## src/rtl/fft_butterfly_2_if.sv

```systemverilog
// Butterfly operand/result bundle: pair + twiddle in, two results and status out.
interface fft_butterfly_2_if #(
  parameter int unsigned Q_IN   = 15,
  parameter int unsigned Q_COEF = 15,
  parameter int unsigned Q_OUT  = 15
);
  logic                valid_in;
  logic signed [Q_IN:0]   data_in_real_0;
  logic signed [Q_IN:0]   data_in_imag_0;
  logic signed [Q_IN:0]   data_in_real_1;
  logic signed [Q_IN:0]   data_in_imag_1;
  logic signed [Q_COEF:0] coeff_in_real;
  logic signed [Q_COEF:0] coeff_in_imag;

  logic                valid_out;
  logic signed [Q_OUT:0]  data_out_real_0;
  logic signed [Q_OUT:0]  data_out_imag_0;
  logic signed [Q_OUT:0]  data_out_real_1;
  logic signed [Q_OUT:0]  data_out_imag_1;
  logic                frame_done;
  logic                ovf;

  // Butterfly side: consumes operands, produces results.
  modport slave (
    input  valid_in, data_in_real_0, data_in_imag_0, data_in_real_1, data_in_imag_1,
           coeff_in_real, coeff_in_imag,
    output valid_out, data_out_real_0, data_out_imag_0, data_out_real_1, data_out_imag_1,
           frame_done, ovf
  );

  // Upstream/driver side.
  modport master (
    output valid_in, data_in_real_0, data_in_imag_0, data_in_real_1, data_in_imag_1,
           coeff_in_real, coeff_in_imag,
    input  valid_out, data_out_real_0, data_out_imag_0, data_out_real_1, data_out_imag_1,
           frame_done, ovf
  );
endinterface

```

## src/rtl/fft_butterfly_2.sv

```systemverilog
// Pipelined radix-2 DIT butterfly: a +/- W*b with single rounding, optional
// halving, saturation, per-stage butterfly counting and sticky overflow.
// Interface widths must match Q_IN/Q_COEF/Q_OUT of this module.
module fft_butterfly_2 #(
  parameter int unsigned Q_IN   = 15,
  parameter int unsigned Q_COEF = 15,
  parameter int unsigned Q_OUT  = 15,
  parameter int unsigned N      = 8,
  parameter int unsigned SCALE  = 0
) (
  input  logic              clk,
  input  logic              reset,
  fft_butterfly_2_if.slave  bus
);

  localparam int unsigned IW    = Q_IN + 1;
  localparam int unsigned WW    = Q_COEF + 1;
  localparam int unsigned OW    = Q_OUT + 1;
  localparam int unsigned PW    = Q_IN + Q_COEF + 3;
  localparam int unsigned TW    = Q_IN + 3;
  localparam int unsigned SW    = (TW > OW + 1) ? TW : OW + 1;
  localparam int unsigned HALF  = N / 2;
  localparam int unsigned CNT_W = (HALF > 1) ? $clog2(HALF) : 1;

  localparam logic [CNT_W-1:0]    CNT_LAST = CNT_W'(HALF - 1);
  localparam logic signed [PW-1:0] RND     = PW'(1) <<< (Q_COEF - 1);
  localparam logic signed [SW-1:0] SAT_MAX = (SW'(1) <<< Q_OUT) - SW'(1);
  localparam logic signed [SW-1:0] SAT_MIN = -(SW'(1) <<< Q_OUT);

  // S1 registers
  logic                 s1_valid;
  logic signed [IW-1:0] s1_a_re, s1_a_im, s1_b_re, s1_b_im;
  logic signed [WW-1:0] s1_w_re, s1_w_im;

  // S2 registers
  logic                 s2_valid;
  logic signed [IW-1:0] s2_a_re, s2_a_im;
  logic signed [TW-1:0] s2_t_re, s2_t_im;

  logic [CNT_W-1:0]     bfly_cnt;

  // S2 combinational product
  logic signed [PW-1:0] br_x, bi_x, wr_x, wi_x, prod_re, prod_im;
  logic signed [TW-1:0] t_re_c, t_im_c;

  // S3 combinational add/sub/scale/saturate
  logic signed [SW-1:0] sum_re, sum_im, dif_re, dif_im;
  logic [OW:0]          sat_re0, sat_im0, sat_re1, sat_im1;
  logic                 clamp_c;

  // Clamp to output range; MSB of the result flags a clamp.
  function automatic logic [OW:0] sat(input logic signed [SW-1:0] x);
    if (x > SAT_MAX)      return {1'b1, OW'(SAT_MAX)};
    else if (x < SAT_MIN) return {1'b1, OW'(SAT_MIN)};
    else                  return {1'b0, OW'(x)};
  endfunction

  // Input capture stage
  always_ff @(posedge clk) begin
    if (reset) begin
      s1_valid <= 1'b0;
      s1_a_re  <= '0;
      s1_a_im  <= '0;
      s1_b_re  <= '0;
      s1_b_im  <= '0;
      s1_w_re  <= '0;
      s1_w_im  <= '0;
    end else begin
      s1_valid <= bus.valid_in;
      if (bus.valid_in) begin
        s1_a_re <= bus.data_in_real_0;
        s1_a_im <= bus.data_in_imag_0;
        s1_b_re <= bus.data_in_real_1;
        s1_b_im <= bus.data_in_imag_1;
        s1_w_re <= bus.coeff_in_real;
        s1_w_im <= bus.coeff_in_imag;
      end
    end
  end

  // Full-precision complex product W*b, rounded half-up once at Q_COEF
  always_comb begin
    br_x    = PW'(s1_b_re);
    bi_x    = PW'(s1_b_im);
    wr_x    = PW'(s1_w_re);
    wi_x    = PW'(s1_w_im);
    prod_re = br_x * wr_x - bi_x * wi_x + RND;
    prod_im = br_x * wi_x + bi_x * wr_x + RND;
    t_re_c  = TW'(prod_re >>> Q_COEF);
    t_im_c  = TW'(prod_im >>> Q_COEF);
  end

  // Product stage, carrying a alongside t
  always_ff @(posedge clk) begin
    if (reset) begin
      s2_valid <= 1'b0;
      s2_a_re  <= '0;
      s2_a_im  <= '0;
      s2_t_re  <= '0;
      s2_t_im  <= '0;
    end else begin
      s2_valid <= s1_valid;
      if (s1_valid) begin
        s2_a_re <= s1_a_re;
        s2_a_im <= s1_a_im;
        s2_t_re <= t_re_c;
        s2_t_im <= t_im_c;
      end
    end
  end

  // a +/- t, optional rounded halving, then saturation
  always_comb begin
    sum_re = SW'(s2_a_re) + SW'(s2_t_re);
    sum_im = SW'(s2_a_im) + SW'(s2_t_im);
    dif_re = SW'(s2_a_re) - SW'(s2_t_re);
    dif_im = SW'(s2_a_im) - SW'(s2_t_im);
    if (SCALE == 1) begin
      sum_re = (sum_re + SW'(1)) >>> 1;
      sum_im = (sum_im + SW'(1)) >>> 1;
      dif_re = (dif_re + SW'(1)) >>> 1;
      dif_im = (dif_im + SW'(1)) >>> 1;
    end
    sat_re0 = sat(sum_re);
    sat_im0 = sat(sum_im);
    sat_re1 = sat(dif_re);
    sat_im1 = sat(dif_im);
    clamp_c = sat_re0[OW] | sat_im0[OW] | sat_re1[OW] | sat_im1[OW];
  end

  // Output stage: results hold between strobes, overflow is sticky
  always_ff @(posedge clk) begin
    if (reset) begin
      bus.valid_out       <= 1'b0;
      bus.data_out_real_0 <= '0;
      bus.data_out_imag_0 <= '0;
      bus.data_out_real_1 <= '0;
      bus.data_out_imag_1 <= '0;
      bus.ovf             <= 1'b0;
    end else begin
      bus.valid_out <= s2_valid;
      if (s2_valid) begin
        bus.data_out_real_0 <= sat_re0[OW-1:0];
        bus.data_out_imag_0 <= sat_im0[OW-1:0];
        bus.data_out_real_1 <= sat_re1[OW-1:0];
        bus.data_out_imag_1 <= sat_im1[OW-1:0];
        if (clamp_c) bus.ovf <= 1'b1;
      end
    end
  end

  // Butterflies-per-stage counter; frame_done rides with the last result
  always_ff @(posedge clk) begin
    if (reset) begin
      bfly_cnt       <= '0;
      bus.frame_done <= 1'b0;
    end else begin
      bus.frame_done <= s2_valid && (bfly_cnt == CNT_LAST);
      if (s2_valid) begin
        bfly_cnt <= (bfly_cnt == CNT_LAST) ? '0 : bfly_cnt + CNT_W'(1);
      end
    end
  end

endmodule

```

## src/flat_wrapper.sv

```systemverilog
// flat-port wrapper written by rule: the top's interface ports become plain ports
module fft_butterfly_2_flat 
#(
  parameter int unsigned Q_IN   = 15,
  parameter int unsigned Q_COEF = 15,
  parameter int unsigned Q_OUT  = 15,
  parameter int unsigned N      = 8,
  parameter int unsigned SCALE  = 0
)
  (clk, reset, bus_valid_in, bus_data_in_real_0, bus_data_in_imag_0, bus_data_in_real_1, bus_data_in_imag_1, bus_coeff_in_real, bus_coeff_in_imag, bus_valid_out, bus_data_out_real_0, bus_data_out_imag_0, bus_data_out_real_1, bus_data_out_imag_1, bus_frame_done, bus_ovf);
  fft_butterfly_2_if #(.Q_IN(Q_IN), .Q_COEF(Q_COEF), .Q_OUT(Q_OUT)) bus_i ();
  input  logic clk;
  input  logic reset;
  input wire logic [$bits(bus_i.valid_in)-1:0] bus_valid_in;
  input wire logic [$bits(bus_i.data_in_real_0)-1:0] bus_data_in_real_0;
  input wire logic [$bits(bus_i.data_in_imag_0)-1:0] bus_data_in_imag_0;
  input wire logic [$bits(bus_i.data_in_real_1)-1:0] bus_data_in_real_1;
  input wire logic [$bits(bus_i.data_in_imag_1)-1:0] bus_data_in_imag_1;
  input wire logic [$bits(bus_i.coeff_in_real)-1:0] bus_coeff_in_real;
  input wire logic [$bits(bus_i.coeff_in_imag)-1:0] bus_coeff_in_imag;
  output wire logic [$bits(bus_i.valid_out)-1:0] bus_valid_out;
  output wire logic [$bits(bus_i.data_out_real_0)-1:0] bus_data_out_real_0;
  output wire logic [$bits(bus_i.data_out_imag_0)-1:0] bus_data_out_imag_0;
  output wire logic [$bits(bus_i.data_out_real_1)-1:0] bus_data_out_real_1;
  output wire logic [$bits(bus_i.data_out_imag_1)-1:0] bus_data_out_imag_1;
  output wire logic [$bits(bus_i.frame_done)-1:0] bus_frame_done;
  output wire logic [$bits(bus_i.ovf)-1:0] bus_ovf;
  assign bus_i.valid_in = bus_valid_in;
  assign bus_i.data_in_real_0 = bus_data_in_real_0;
  assign bus_i.data_in_imag_0 = bus_data_in_imag_0;
  assign bus_i.data_in_real_1 = bus_data_in_real_1;
  assign bus_i.data_in_imag_1 = bus_data_in_imag_1;
  assign bus_i.coeff_in_real = bus_coeff_in_real;
  assign bus_i.coeff_in_imag = bus_coeff_in_imag;
  assign bus_valid_out = bus_i.valid_out;
  assign bus_data_out_real_0 = bus_i.data_out_real_0;
  assign bus_data_out_imag_0 = bus_i.data_out_imag_0;
  assign bus_data_out_real_1 = bus_i.data_out_real_1;
  assign bus_data_out_imag_1 = bus_i.data_out_imag_1;
  assign bus_frame_done = bus_i.frame_done;
  assign bus_ovf = bus_i.ovf;
  fft_butterfly_2 #(.Q_IN(Q_IN), .Q_COEF(Q_COEF), .Q_OUT(Q_OUT), .N(N), .SCALE(SCALE)) u_core (.clk(clk), .reset(reset), .bus(bus_i));
endmodule
```

## config.mk

```make
export PLATFORM = sky130hd
export DESIGN_NAME = fft_butterfly_2_flat
export DESIGN_NICKNAME = d
export VERILOG_FILES = /design/src/rtl/fft_butterfly_2_if.sv /design/src/rtl/fft_butterfly_2.sv /design/src/flat_wrapper.sv
export SDC_FILE = /design/constraint.sdc
export NUM_CORES = 2
export LEC_CHECK = 0
export ABC_CLOCK_PERIOD_IN_PS = 13500
export BUFFER_PORTS_ARGS = -buffer_cell sky130_fd_sc_hd__buf_2
export CAP_MARGIN = 30
export CORE_ASPECT_RATIO = 0.6
export CORE_MARGIN = 2
export CORE_UTILIZATION = 40
export DETAILED_ROUTE_END_ITERATION = 10
export PLACE_DENSITY = 0.57
export SKIP_LAST_GASP = 1
export SLEW_MARGIN = 10
export SYNTH_ARGS = -nofsm -noshare
export SYNTH_HDL_FRONTEND = slang
export SYNTH_SLANG_ARGS = --single-unit
```

## constraint.sdc

```tcl
create_clock -name clk -period 13.5 [get_ports clk]
set_clock_uncertainty 0.2 [all_clocks]
set_input_delay 1.35 -clock clk [delete_from_list [all_inputs] [get_ports clk]]
set_output_delay 1.35 -clock clk [all_outputs]
set_load 0.005 [all_outputs]
```

Word level (Yosys, flattened, before mapping):

Index checks and enable logic that the tools add are counted.

* $lt $le $gt $ge: 8
* reduce and logical (&&, ||, !) cells: 2
* multipliers: 4
* equal/unequal tests: 1
* multiplexer cells: 9
* add/subtract/negate cells: 9
* bitwise logic cells: 3

Operator list (count)
* 17-bit 2-to-1 mux: 8
* 16-bit by 16-bit multiplier with 32-bit output: 4
* 18-bit by 16-bit > comparator with 1-bit output, second input constant: 4
* 18-bit by 16-bit less-than comparator with 1-bit output, second input constant: 4
* 33-bit by 16-bit adder with 33-bit output, second input constant: 2
* 16-bit by 18-bit adder with 18-bit output: 2
* 16-bit by 18-bit subtractor with 18-bit output: 2
* 33-bit adder: 1
* 33-bit subtractor: 1
* 1-bit bitwise OR: 3
* 2-bit by 1-bit adder with 2-bit output, second input constant: 1
* 2-bit equality test, second input constant: 1
* 2-bit 2-to-1 mux: 1
* 2-bit AND reduction: 1
* 1-bit logical AND: 1

* word-level logic and storage cells: 56
* register bits: 235
* input bits: 99

Logic depth before layout (Yosys ltp):

* depth after elaboration: 8
* gate-level depth with buffers: 35
* depth with buffers taken out: 34

Worst setup path after synthesis:

No wires, ideal clock.

* path type: register to register
* start point: register u_core.s1_w_im[1]
* end point: register u_core.s2_t_re[17]
* library setup time: 0.087 ns
* buffers on the path: 1
* cell stages (with the launch flop): 32
* data required time: 13.213 ns
* arrival time: 7.994 ns
* path slack: 5.219 ns
* path through: dfxtp_1 -> clkbuf_1 -> nand2_1 -> fa_1 -> fa_1 -> fa_1 -> fa_1 -> inv_1 -> fa_1 -> fa_1 -> ha_1 -> nand4_1 -> nor2_1 -> a211oi_1 -> a211oi_1 -> or3_1 -> a21oi_1 -> o21bai_1 -> a21oi_1 -> xor2_1 -> ha_1 -> ha_1 -> a21o_1 -> a21o_1 -> a21oi_1 -> o21ai_0 -> nand3_1 -> o21ai_0 -> o41a_1 -> a211oi_1 -> xnor2_1 -> a211oi_1

* longest elaborated chain between the ends: 3

RTL lines
* from (decl): line fft_butterfly_2.sv:33 `logic signed [WW-1:0] s1_w_re, s1_w_im;`
* from (signal assigned): line fft_butterfly_2.sv:76 `s1_w_im <= bus.coeff_in_imag;`
* 16-bit by 16-bit multiplier with 32-bit output: line fft_butterfly_2.sv:87 `prod_re = br_x * wr_x - bi_x * wi_x + RND;`
* 33-bit subtractor: line fft_butterfly_2.sv:87
* 33-bit by 16-bit adder with 33-bit output: line fft_butterfly_2.sv:87
* to (signal assigned): line fft_butterfly_2.sv:106 `s2_t_re <= t_re_c;`
* to (decl): line fft_butterfly_2.sv:38 `logic signed [TW-1:0] s2_t_re, s2_t_im;`

Every way passes these cells.
A chain may end at the register's enable or synchronous reset.

Final worst setup path:

* start point: register u_core.s1_w_im[1]
* end point: register u_core.s2_t_im[17]

* longest elaborated chain between the ends: 3

RTL lines
* 16-bit by 16-bit multiplier with 32-bit output: line fft_butterfly_2.sv:88 `prod_im = br_x * wi_x + bi_x * wr_x + RND;`
* 33-bit adder: line fft_butterfly_2.sv:88
* 33-bit by 16-bit adder with 33-bit output: line fft_butterfly_2.sv:88
* to (signal assigned): line fft_butterfly_2.sv:107 `s2_t_im <= t_im_c;`
* to (decl): line fft_butterfly_2.sv:38

Every way passes these cells.

==> run_results.csv <==
group,metric,value,unit
synth,synth_top_area_share,39.1,%
synth,avgSynthCellArea,8.95,sq um
clock_network,numCtsBuffers,30,
pwr,share_seq_of_total_power,14.9,%
pwr,p_leak,29.6,nW
clock_network,clockBufferDepth,3,
sta,finalCritPeriodShare,73.1,%
route,route.met2.wl,58800,um
critical_path,cp.buffers_inverters,4,
placement,place.gp.congestion,0.900,
synth,synth-simple-area-share,15.6,%
synth,yosysTopAreaCell,"fa_1",
clock_network,clkLatencyLatePin,650,ps
layout,final_common_cell,"inv_1",
synth,synth_xor_area_share,3.43,%
synth,synth-compound-area-share,7.61,%
synth,async_reset_ff_share,0,%
placement,port_buffers,165,
route,wl_per_cell,19.2,um
synth,synth-adder-area-share,51.1,%
pwr,pwr-share-comb,70.2,%
floorplanning,dieArea,138000,sq um
global_routing,track_usage,22.4,%
critical_path,path_max_fanout,20,
critical_path,rr_worst_depth,32,
route,viasPerCell,5.02,
layout,finalInstanceArea,57600,sq um
global_routing,grt_pass1_vias,41600,
sta,rsz0062_at_grt,"false",
pwr,max-vdd-ir-drop,0.000113,V
sta,setup_viol_count_final,0,
clock_network,tritoncts,"built",
synth,syn-instance-count,6029,
synth,synth_nets,7699,
clock_network,clkSlewWorstSetupHoldPaths,70,ps
sta,max_freq,101,MHz
critical_path,max_stage_delay,860,ps
critical_path,startpoint,"u_core.s1_w_im[1]",
floorplanning,rows,104,
route,ant_nets,0,
placement,place_area,56500,sq um
route,vias,39400,
critical_path,r2r_slack,3640,ps
synth,ys_seq_elements,235,
critical_path,cp.required,13870,ps
synth,ys_warn_count,0,
synth,syn-cell-area,53900,sq um
sta,period_needed,9860,ps
synth,synth-edff-count,0,
layout,fin_nets,7697,
synth,ys_seq_area_share,8.72,%
critical_path,r2r-end,"u_core.s2_t_im[17]",
clock_network,post_cts_buffers,0,
synth,synth.mux.area_fraction,2.76,%
pwr,intPower,2.85,mW
layout,drive_above_1_share,6.12,%
synth,ys.flop_type,"dfxtp_1",
route,drt_iter0_markers,2680,
critical_path,cp_num_cells,32,
synth,synth_top_family_by_area,"adder cells",
sta,worstMarginPinSlew,954,ps
pwr,cellPowerDensity,100,nW/um^2
min_path,hp-class,"flip-flop to flip-flop",
placement,dp_hpwl,122000,um
floorplanning,initial_utilization,40.3,%
clock_network,h-tree-depth,1,
status,outcome,"finished, final reports clean",
clock_network,clock-root-buffer,"clkbuf_16",
pwr,switching_share,50.6,%
route,wl_met1,74900,um
route,wl,150000,um
critical_path,endpoint,"u_core.s2_t_im[17]",
pwr,clkPwrFrac,14.9,%
global_routing,grt_max_degree,96,
critical_path,crit_path_top_delay_cell,"a2111oi_0",
route,drcViolationCount,0,
clock_network,cts.sinks,235,
critical_path,cp-start-kind,"flip-flop",
floorplanning,ioPinCount,166,
route,top_layer_used,"met5",
pwr,power,5.76,mW
floorplanning,fp.dieW,478,um
floorplanning,core_area,134000,sq um
flow_run,drv_cap,0,
route,wl_met3,14600,um
route,dr.pass1.iters,6,
synth,synthTopCellsByArea,"fa_1 39%, ha_1 12%, inv_1 8.8%",
clock_network,postCtsHoldBufs,0,
sta,drv_slew,0,
pwr,p_sw,2.91,mW
critical_path,crit_arrival,10240,ps
critical_path,path_delay_family,"adder cells",
global_routing,grt-ovfl-total,0,
layout,layout_common_cells,"1261 x inv_1, 1052 x fa_1, 578 x nand2_1, 519 x ha_1, 499 x and2_1",
sta,slew-limit-headroom,34.7,%
sta,hold_violations,0,
layout,synthToLayoutAreaGrowth,6.74,%
global_routing,grt_pass1_wl,242000,um
critical_path,path_class,"flip-flop to flip-flop",
sta,setup_tns,0,ps
critical_path,cp-end-kind,"flip-flop",
layout,nFillCells,13100,
floorplanning,die_h,288,um
synth,yosysUniqueCellTypes,89,
global_routing,antenna_found_initial,11,
clock_network,cts_resized,0,
critical_path,rr_startpoint,"u_core.s1_w_im[1]",
-- synthesized netlist by cell type, drive strengths merged (94+ instances only) --
cell type / n
nor2: 368
a21o: 96
and2: 500
xnor2: 151
fa: 1052
a21oi: 175
inv: 1262
mux2i: 144
ha: 519
dfxtp: 235
o21ai: 94
clkbuf: 255
nand2: 580
-- per-layer routing --
metal	up-vias	global-route usage (%)
met5	-	1.91
li1	18400	-
met1	19800	34.7
met2	1181	31.6
met3	97	5.94
met4	4	2.59
-- final cells by class --
class,count,area (sq um),area share (%)
flip-flops and latches,235,4710,8.18
well taps,1802,2250,3.92
clock inverters,18,180,0.313
clock buffers,36,825,1.43
multi-input cells,4254,43400,75.4
inverters,1263,4740,8.24
diodes,2,5.00,0.00869
repair buffers,243,1450,2.51
-- tightest hold or removal path, cell delays in order (launching register included) --
cell     delay, ps
dfxtp_1        310
nor2_1          80
nor3_1          40
-- power groups by stage --
stage	logic [mW]	clock network [mW]	registers, mW
finish	4.04	0.858	0.860
global route	4.52	0.910	0.870
CTS	4.02	0.885	0.862
detailed placement	3.97	0	0.877
global placement	3.93	0	0.877
floorplan	2.92	0	0.831
-- worst min-delay path by stage --
| stage | startpoint | to | slack [ps] | cells after the start |
|---|---|---|---|---|
| final | u_core.bus.data_out_real_0[12] | u_core.bus.data_out_real_0[12] | 280 | 2 |
| after global routing | u_core.bus.data_out_real_1[2] | u_core.bus.data_out_real_1[2] | 300 | 2 |
| after CTS | u_core.bus.data_out_real_0[12] | u_core.bus.data_out_real_0[12] | 280 | 2 |
| after detailed placement | u_core.bus.data_out_real_0[12] | u_core.bus.data_out_real_0[12] | 260 | 2 |
| after global placement | u_core.bus.data_out_real_0[0] | u_core.bus.data_out_real_0[0] | 260 | 2 |
| after floorplan | u_core.s2_t_re[4] | u_core.s2_t_re[4] | 240 | 2 |
-- flip-flops by register name (all words and copies together), names as in the netlist --
name / cells
u_core.bus.ovf: 1
u_core.s2_a_im: 16
u_core.s1_b_re: 16
u_core.bus.data_out_imag_0: 16
u_core.s2_a_re: 16
u_core.s1_a_im: 16
u_core.s2_t_im: 18
u_core.s2_t_re: 18
u_core.bus.data_out_real_0: 16
u_core.s2_valid: 1
u_core.bus.data_out_imag_1: 16
u_core.bfly_cnt: 2
u_core.s1_b_im: 16
u_core.s1_w_im: 16
u_core.bus.data_out_real_1: 16
u_core.s1_a_re: 16
u_core.s1_w_re: 16
u_core.bus.frame_done: 1
u_core.s1_valid: 1
u_core.bus.valid_out: 1
-- logic make-up (layout without fill, tap and decap cells) --
logic type	Yosys count	in the layout
buffers and inverters	1540	1560
AND/OR/NAND/NOR	1726	1726
XOR/XNOR	211	211
flip-flops	235	235
AO/OA/AOI/OAI	600	600
adder cells (fa/ha/maj)	1571	1571
multiplexers	146	146
other	0	2
-- stage by stage --
stage / setup slack [ps] / hold slack (ps) / std cells / utilization [%]
finish: 3640 / 275 / 7853 / 43.0
global route: 2990 / 296 / 7851 / 43.0
CTS: 3730 / 277 / 7849 / 43.0
detailed placement: 3740 / 264 / 7795 / 42.2
global placement: 3910 / 260 / 7794 / 42.2
floorplan: 5220 / 235 / 6029 / -
Note: power is estimated with default switching activity, not from simulation.
